==> src/rtl/tlb_op_ctrl.sv <==
// tlb_op_ctrl: sequences TLBP/TLBR/TLBWI retiring from WB.
// Owns TLB search port 1 during probes and drives the read/write ports.
// Emits single-cycle commit strobes for CP0.
// A done pulse follows, with an optional refetch of the next PC.
// Ports: clk/resetn; req_* handshake from WB; cancel (WB flush);
//   cp0_* register values; s1_* search port; p_* probe result;
//   tlbp/tlbr/tlbwi strobes; r_index read port; we/w_* write port;
//   done/refetch/refetch_pc completion.
// Build option: TLBOP_FAST_PROBE_EN makes the probe result combinational.
//   This drops PCOMMIT, so a TLBP completes one cycle earlier.
module tlb_op_ctrl #(
    parameter int TLBNUM = 16,
    localparam int IW = $clog2(TLBNUM)
) (
    input  logic          clk,
    input  logic          resetn,
    input  logic          req_valid,
    input  logic [1:0]    req_op,
    input  logic [31:0]   req_pc,
    output logic          req_ready,
    input  logic          cancel,
    input  logic [31:0]   cp0_entryhi,
    input  logic [31:0]   cp0_entrylo0,
    input  logic [31:0]   cp0_entrylo1,
    input  logic [31:0]   cp0_index,
    output logic          s1_busy,
    output logic [18:0]   s1_vpn2,
    output logic          s1_odd_page,
    output logic [7:0]    s1_asid,
    input  logic          s1_found,
    input  logic [IW-1:0] s1_index,
    output logic          p_found,
    output logic [IW-1:0] p_index,
    output logic          tlbp,
    output logic          tlbr,
    output logic          tlbwi,
    output logic [IW-1:0] r_index,
    output logic          we,
    output logic [IW-1:0] w_index,
    output logic [18:0]   w_vpn2,
    output logic [7:0]    w_asid,
    output logic          w_g,
    output logic [19:0]   w_pfn0,
    output logic [2:0]    w_c0,
    output logic          w_d0,
    output logic          w_v0,
    output logic [19:0]   w_pfn1,
    output logic [2:0]    w_c1,
    output logic          w_d1,
    output logic          w_v1,
    output logic          done,
    output logic          refetch,
    output logic [31:0]   refetch_pc
);

    typedef enum logic [2:0] {
        S_IDLE    = 3'd0,
        S_PROBE   = 3'd1,
        S_PCOMMIT = 3'd2,
        S_READ    = 3'd3,
        S_WRITE   = 3'd4,
        S_DONE    = 3'd5
    } state_t;

    localparam logic [1:0] OP_TLBP = 2'b01;

    state_t          state_q, state_d;
    logic [1:0]      op_q, op_d;
    logic [31:0]     pc_q, pc_d;
    logic            pf_q, pf_d;
    logic [IW-1:0]   pi_q, pi_d;
    logic            accept;

    assign accept = req_valid && (state_q == S_IDLE)
                    && (req_op != 2'b00) && !cancel;

    always_ff @(posedge clk or negedge resetn) begin
        if (!resetn) begin
            state_q <= S_IDLE;
            op_q    <= 2'b00;
            pc_q    <= 32'd0;
            pf_q    <= 1'b0;
            pi_q    <= '0;
        end else begin
            state_q <= state_d;
            op_q    <= op_d;
            pc_q    <= pc_d;
            pf_q    <= pf_d;
            pi_q    <= pi_d;
        end
    end

    always_comb begin
        state_d     = state_q;
        op_d        = op_q;
        pc_d        = pc_q;
        pf_d        = pf_q;
        pi_d        = pi_q;
        req_ready   = 1'b0;
        s1_busy     = 1'b0;
        s1_vpn2     = '0;
        s1_odd_page = 1'b0;
        s1_asid     = '0;
        p_found     = pf_q;
        p_index     = pi_q;
        tlbp        = 1'b0;
        tlbr        = 1'b0;
        tlbwi       = 1'b0;
        r_index     = '0;
        we          = 1'b0;
        w_index     = '0;
        w_vpn2      = '0;
        w_asid      = '0;
        w_g         = 1'b0;
        w_pfn0      = '0;
        w_c0        = '0;
        w_d0        = 1'b0;
        w_v0        = 1'b0;
        w_pfn1      = '0;
        w_c1        = '0;
        w_d1        = 1'b0;
        w_v1        = 1'b0;
        done        = 1'b0;
        refetch     = 1'b0;
        refetch_pc  = '0;

        unique case (state_q)
            S_IDLE: begin
                req_ready = 1'b1;
                if (accept) begin
                    op_d = req_op;
                    pc_d = req_pc;
                    unique case (req_op)
                        2'b01:   state_d = S_PROBE;
                        2'b10:   state_d = S_READ;
                        default: state_d = S_WRITE;
                    endcase
                end
            end
            S_PROBE: begin
                s1_busy     = 1'b1;
                s1_vpn2     = cp0_entryhi[31:13];
                s1_odd_page = cp0_entryhi[12];
                s1_asid     = cp0_entryhi[7:0];
                if (!cancel) begin
                    pf_d = s1_found;
                    pi_d = s1_index;
                end
`ifdef TLBOP_FAST_PROBE_EN
                p_found = s1_found;
                p_index = s1_index;
                tlbp    = !cancel;
                state_d = S_DONE;
`else
                state_d = S_PCOMMIT;
`endif
            end
`ifndef TLBOP_FAST_PROBE_EN
            S_PCOMMIT: begin
                tlbp    = !cancel;
                state_d = S_DONE;
            end
`endif
            S_READ: begin
                r_index = cp0_index[IW-1:0];
                tlbr    = !cancel;
                state_d = S_DONE;
            end
            S_WRITE: begin
                we      = !cancel;
                tlbwi   = !cancel;
                w_index = cp0_index[IW-1:0];
                w_vpn2  = cp0_entryhi[31:13];
                w_asid  = cp0_entryhi[7:0];
                // Global only if both halves agree, as in MIPS32.
                w_g     = cp0_entrylo0[0] & cp0_entrylo1[0];
                w_pfn0  = cp0_entrylo0[25:6];
                w_c0    = cp0_entrylo0[5:3];
                w_d0    = cp0_entrylo0[2];
                w_v0    = cp0_entrylo0[1];
                w_pfn1  = cp0_entrylo1[25:6];
                w_c1    = cp0_entrylo1[5:3];
                w_d1    = cp0_entrylo1[2];
                w_v1    = cp0_entrylo1[1];
                state_d = S_DONE;
            end
            S_DONE: begin
                done       = !cancel;
                // TLBP changes no mapping, so no refetch is needed.
                refetch    = !cancel && (op_q != OP_TLBP);
                refetch_pc = pc_q + 32'd4;
                state_d    = S_IDLE;
            end
            default: state_d = S_IDLE;
        endcase

        if (cancel && state_q != S_IDLE)
            state_d = S_IDLE;
    end

endmodule

==> config.mk <==
export PLATFORM = sky130hd
export DESIGN_NAME = tlb_op_ctrl
export DESIGN_NICKNAME = d
export VERILOG_FILES = /design/src/rtl/tlb_op_ctrl.sv
export SDC_FILE = /design/constraint.sdc
export NUM_CORES = 1
export LEC_CHECK = 0
export ABC_AREA = 1
export BUFFER_PORTS_ARGS = -buffer_cell sky130_fd_sc_hd__clkbuf_2
export CAP_MARGIN = 0
export CORE_AREA = 2 2 129 131
export DETAILED_ROUTE_END_ITERATION = 6
export DIE_AREA = 0 0 131 133
export GPL_TIMING_DRIVEN = 0
export HOLD_SLACK_MARGIN = 0.15
export REMOVE_ABC_BUFFERS = 1
export SLEW_MARGIN = 25
export SYNTH_ARGS = -nofsm -noshare
export SYNTH_HDL_FRONTEND = slang
export SYNTH_SLANG_ARGS = --single-unit
==> constraint.sdc <==
create_clock -name clk -period 1.6 [get_ports clk]
set_input_delay 0.24 -clock clk [delete_from_list [all_inputs] [get_ports clk]]
set_output_delay 0.24 -clock clk [all_outputs]
set_load 0.02 [all_outputs]
==> impl_metrics.csv <==
group,metric,value,unit
floorplan,io_pins,330,
timing,clock_skew,0.00359,ns
synth,synth_cell_types,25,
setup_path,reg2reg_slack,-0.12,ns
floorplan,chipHeight,133,um
grt,overflow,0,
synth,syn_inst,598,
timing,final_max_slew_viol_count,0,
hold_path,holdPathEnd,"pc_q[16]$_DFFE_PN0P_",
clock_network,clk_latency,0.29,ns
setup_path,required,1.36,ns
pwr,powerDensity,1470,nW/um2
clock_network,cts-root-buf,"clkbuf_16",
setup_path,reg2reg_from,"state_q[2]$_DFFE_PN0P_",
clock_network,cts_tree,"yes",
timing,rsz0062_at_grt,"yes",
placement,globalplace.congestion,0.931,
synth,synth-main-ff-cell,"dfrtp_1",
grt,grt_max_degree,43,
clock_network,clk_pin_slew,0.06,ns
route,ant_nets,0,
synth,post-synth-top-area-cell,"dfrtp_1",
timing,setup_ws,-0.500,ns
setup_path,cp-start-kind,"register",
setup_path,cp_cell_sequence,"ha_4 > nand2_4 > nor2_4 > nand2_4 > nor2_4 > nand2_1 > o21ai_0 > nor2_1 > buf_4",
grt,antenna_found_initial,4,
layout,seqCellArea,1060,um2
synth,netlist_area,3510,um2
layout,area_growth,152,%
layout,postLayoutCoreUtil,0.547,
pwr,ir_drop,0.000740,V
setup_path,cp_slowest_cell,"dfrtp_2",
setup_path,reg2reg_to,"p_index[2]$_DFFE_PN0P_",
grt,use_met1,0.234,
grt,use_met3,0.0655,
layout,drive_gt1_frac,0.657,
synth,avgSynthCellArea,5.88,um2
route,wl_per_cell,20.5,um
synth,synth-async-reset-ratio,1.00,
clock_network,cts_buffers,5,
timing,setup_violations,169,
route,dr.first_iter.drc_count,263,
synth,ys_seq_elements,42,
outcome,violations,"negative setup slack",
synth,synth_edf_count,0,
grt,use_met2,0.390,
route,vias_per_cell,4.69,
clock_network,htree_levels,2,
floorplan,die_area,17400,um2
setup_path,critical-path-max-stage-delay,0.41,ns
route,firstDrtPassIters,5,
timing,max_slew_margin,0.573,
floorplan,start_util,0.217,
clock_network,clock_sinks,42,
hold_path,hold_path.class,"input port to register",
setup_path,endpoint_kind,"output port",
setup_path,path_buf_inv,1,
timing,hold_viol,0,
timing,period_minus_slack,2.10,ns
layout,multi_input_area,3340,um2
route,drcViolationCount,0,
setup_path,crit_family,"simple AND/OR/NAND/NOR gates",
placement,dp_hpwl,13600,um
grt,grt-busiest-layer,"met2",
timing,fmax,476,MHz
setup_path,crit_fanout,4,
grt,grt_pass1_wl,28700,um
floorplan,core_area,16200,um2
setup_path,crit_arrival,1.86,ns
flow_run,cap_violations,0,
route,drt_wl_total,24200,um
layout,nNetsFinal,1131,
grt,grt_pass1_vias,4962,
route,num_vias,5538,
hold_path,hold_path_depth,2,
synth,yosys.area.top_type_share,0.299,
layout,fill_cells,1360,
placement,io_buffers,285,
floorplan,rows,47,
outcome,status,"complete, but fails checks",
synth,synth_area_leaders,"dfrtp_1 30%, nor2_1 23%, inv_1 13%",
synth,synth_most_common_cell,"nor2_1",
clock_network,clock_path_buffers,2,
setup_path,r2r.worst_path.cells,7,
synth,synth_common_cells,"218 x nor2_1, 120 x inv_1, 101 x nand2_1",
synth,yosysSeqAreaShare,0.299,
timing,worst_pin_slew,0.640,ns
setup_path,critPathKind,"register to output port",
hold_path,min_from,"req_pc[16]",
pwr,p_leak,0.00427,uW
timing,finalCritPeriodShare,1.31,
timing,hold_ws,0.178,ns
synth,yosys_warnings,0,
grt,grt.total_usage,0.220,
floorplan,die_w,131,um
per-stage QoR:
stage               TNS (ns)  power (uW)  instance area (um2)  std cells  worst slack (ns)
floorplan             -97.52        4930                 3390        577             -1.29
global placement     -158.77        6540                 5090       1082             -1.79
detailed placement    -44.54        6570                 5120       1083            -0.805
CTS                   -39.23       10600                 7490       1141            -0.464
global route          -56.76       13600                 8850       1179            -0.545
finish                -47.12       13000                 8850       1180            -0.500
logic make-up (layout without fill, tap and decap cells):
family | Yosys count | after routing | share of synthesized area
AND/OR/NAND/NOR | 340 | 348 | 0.382
flip-flops | 42 | 42 | 0.299
multiplexers | 15 | 15 | 0.0555
AO/OA/AOI/OAI | 51 | 51 | 0.0755
other | 0 | 3 | 0
adder cells (fa/ha/maj) | 3 | 3 | 0.0107
buffers and inverters | 142 | 493 | 0.165
XOR/XNOR | 5 | 5 | 0.0125
placed cells by master (no fill, tap or decap), drive strengths merged:
cell type and count:
a211oi 2, a21oi 34, a31oi 1, buf 213, bufinv 1, clkbuf 155, clkinvlp 2, dfrtp 42
diode 3, dlygate4sd3 1, ha 3, inv 121, mux2 15, nand2 110, nand3 15, nor2 218
nor3 5, o21a 1, o21ai 12, o22ai 1, xnor2 4, xor2 1
how the worst max path moves through the flow:
stage                           start             end  slack, ns  cells after the start
3_5_place_dp   state_q[2]$_DFFE_PN0P_         refetch      -0.80                      6
6_report          pc_q[3]$_DFFE_PN0P_  refetch_pc[16]      -0.50                      9
3_3_place_gp   state_q[1]$_DFFE_PN0P_      w_pfn0[10]      -1.79                      4
5_1_grt           pc_q[7]$_DFFE_PN0P_  refetch_pc[28]      -0.55                      9
2_1_floorplan  state_q[1]$_DFFE_PN0P_           tlbwi      -1.29                      3
4_1_cts           pc_q[2]$_DFFE_PN0P_  refetch_pc[16]      -0.46                      8
timing repair:
item | in CTS | in global routing
resized for setup | 454 | 405
gates cloned | 12 | 7
buffers inserted | 39 | 35
endpoints found under the setup margin | 191 | 186
hold endpoints to repair | 42 | 0
pin swaps | 37 | 21
hold buffers | 1 | 0
layout make-up:
cell class                      instances  area share
Antenna cell                            3    0.000848
Tap cell                              220      0.0311
Inverter                              121      0.0531
Multi-Input combinational cell        422       0.377
Sequential cell                        42       0.120
Timing Repair inverter                  2     0.00212
Timing Repair Buffer                  363       0.396
Clock inverter                          1     0.00339
Clock buffer                            6      0.0157
where the power goes:
part	switching, uW	internal (uW)
combinational	5410	4260
clock	422	771
sequential	593	1590
metal layers:
| layer | share of wire | up-vias |
|---|---|---|
| met5 | 0.00054 | - |
| met1 | 0.34 | 2606 |
| li1 | - | 2497 |
| met4 | 0.062 | 2 |
| met2 | 0.51 | 334 |
| met3 | 0.089 | 99 |
sequential cells by signal, indices dropped and copies added (netlist names):
register and count:
op_q 2, p_index 4, p_found 1, state_q 3, pc_q 32
Power figures use the tool's default switching activity.
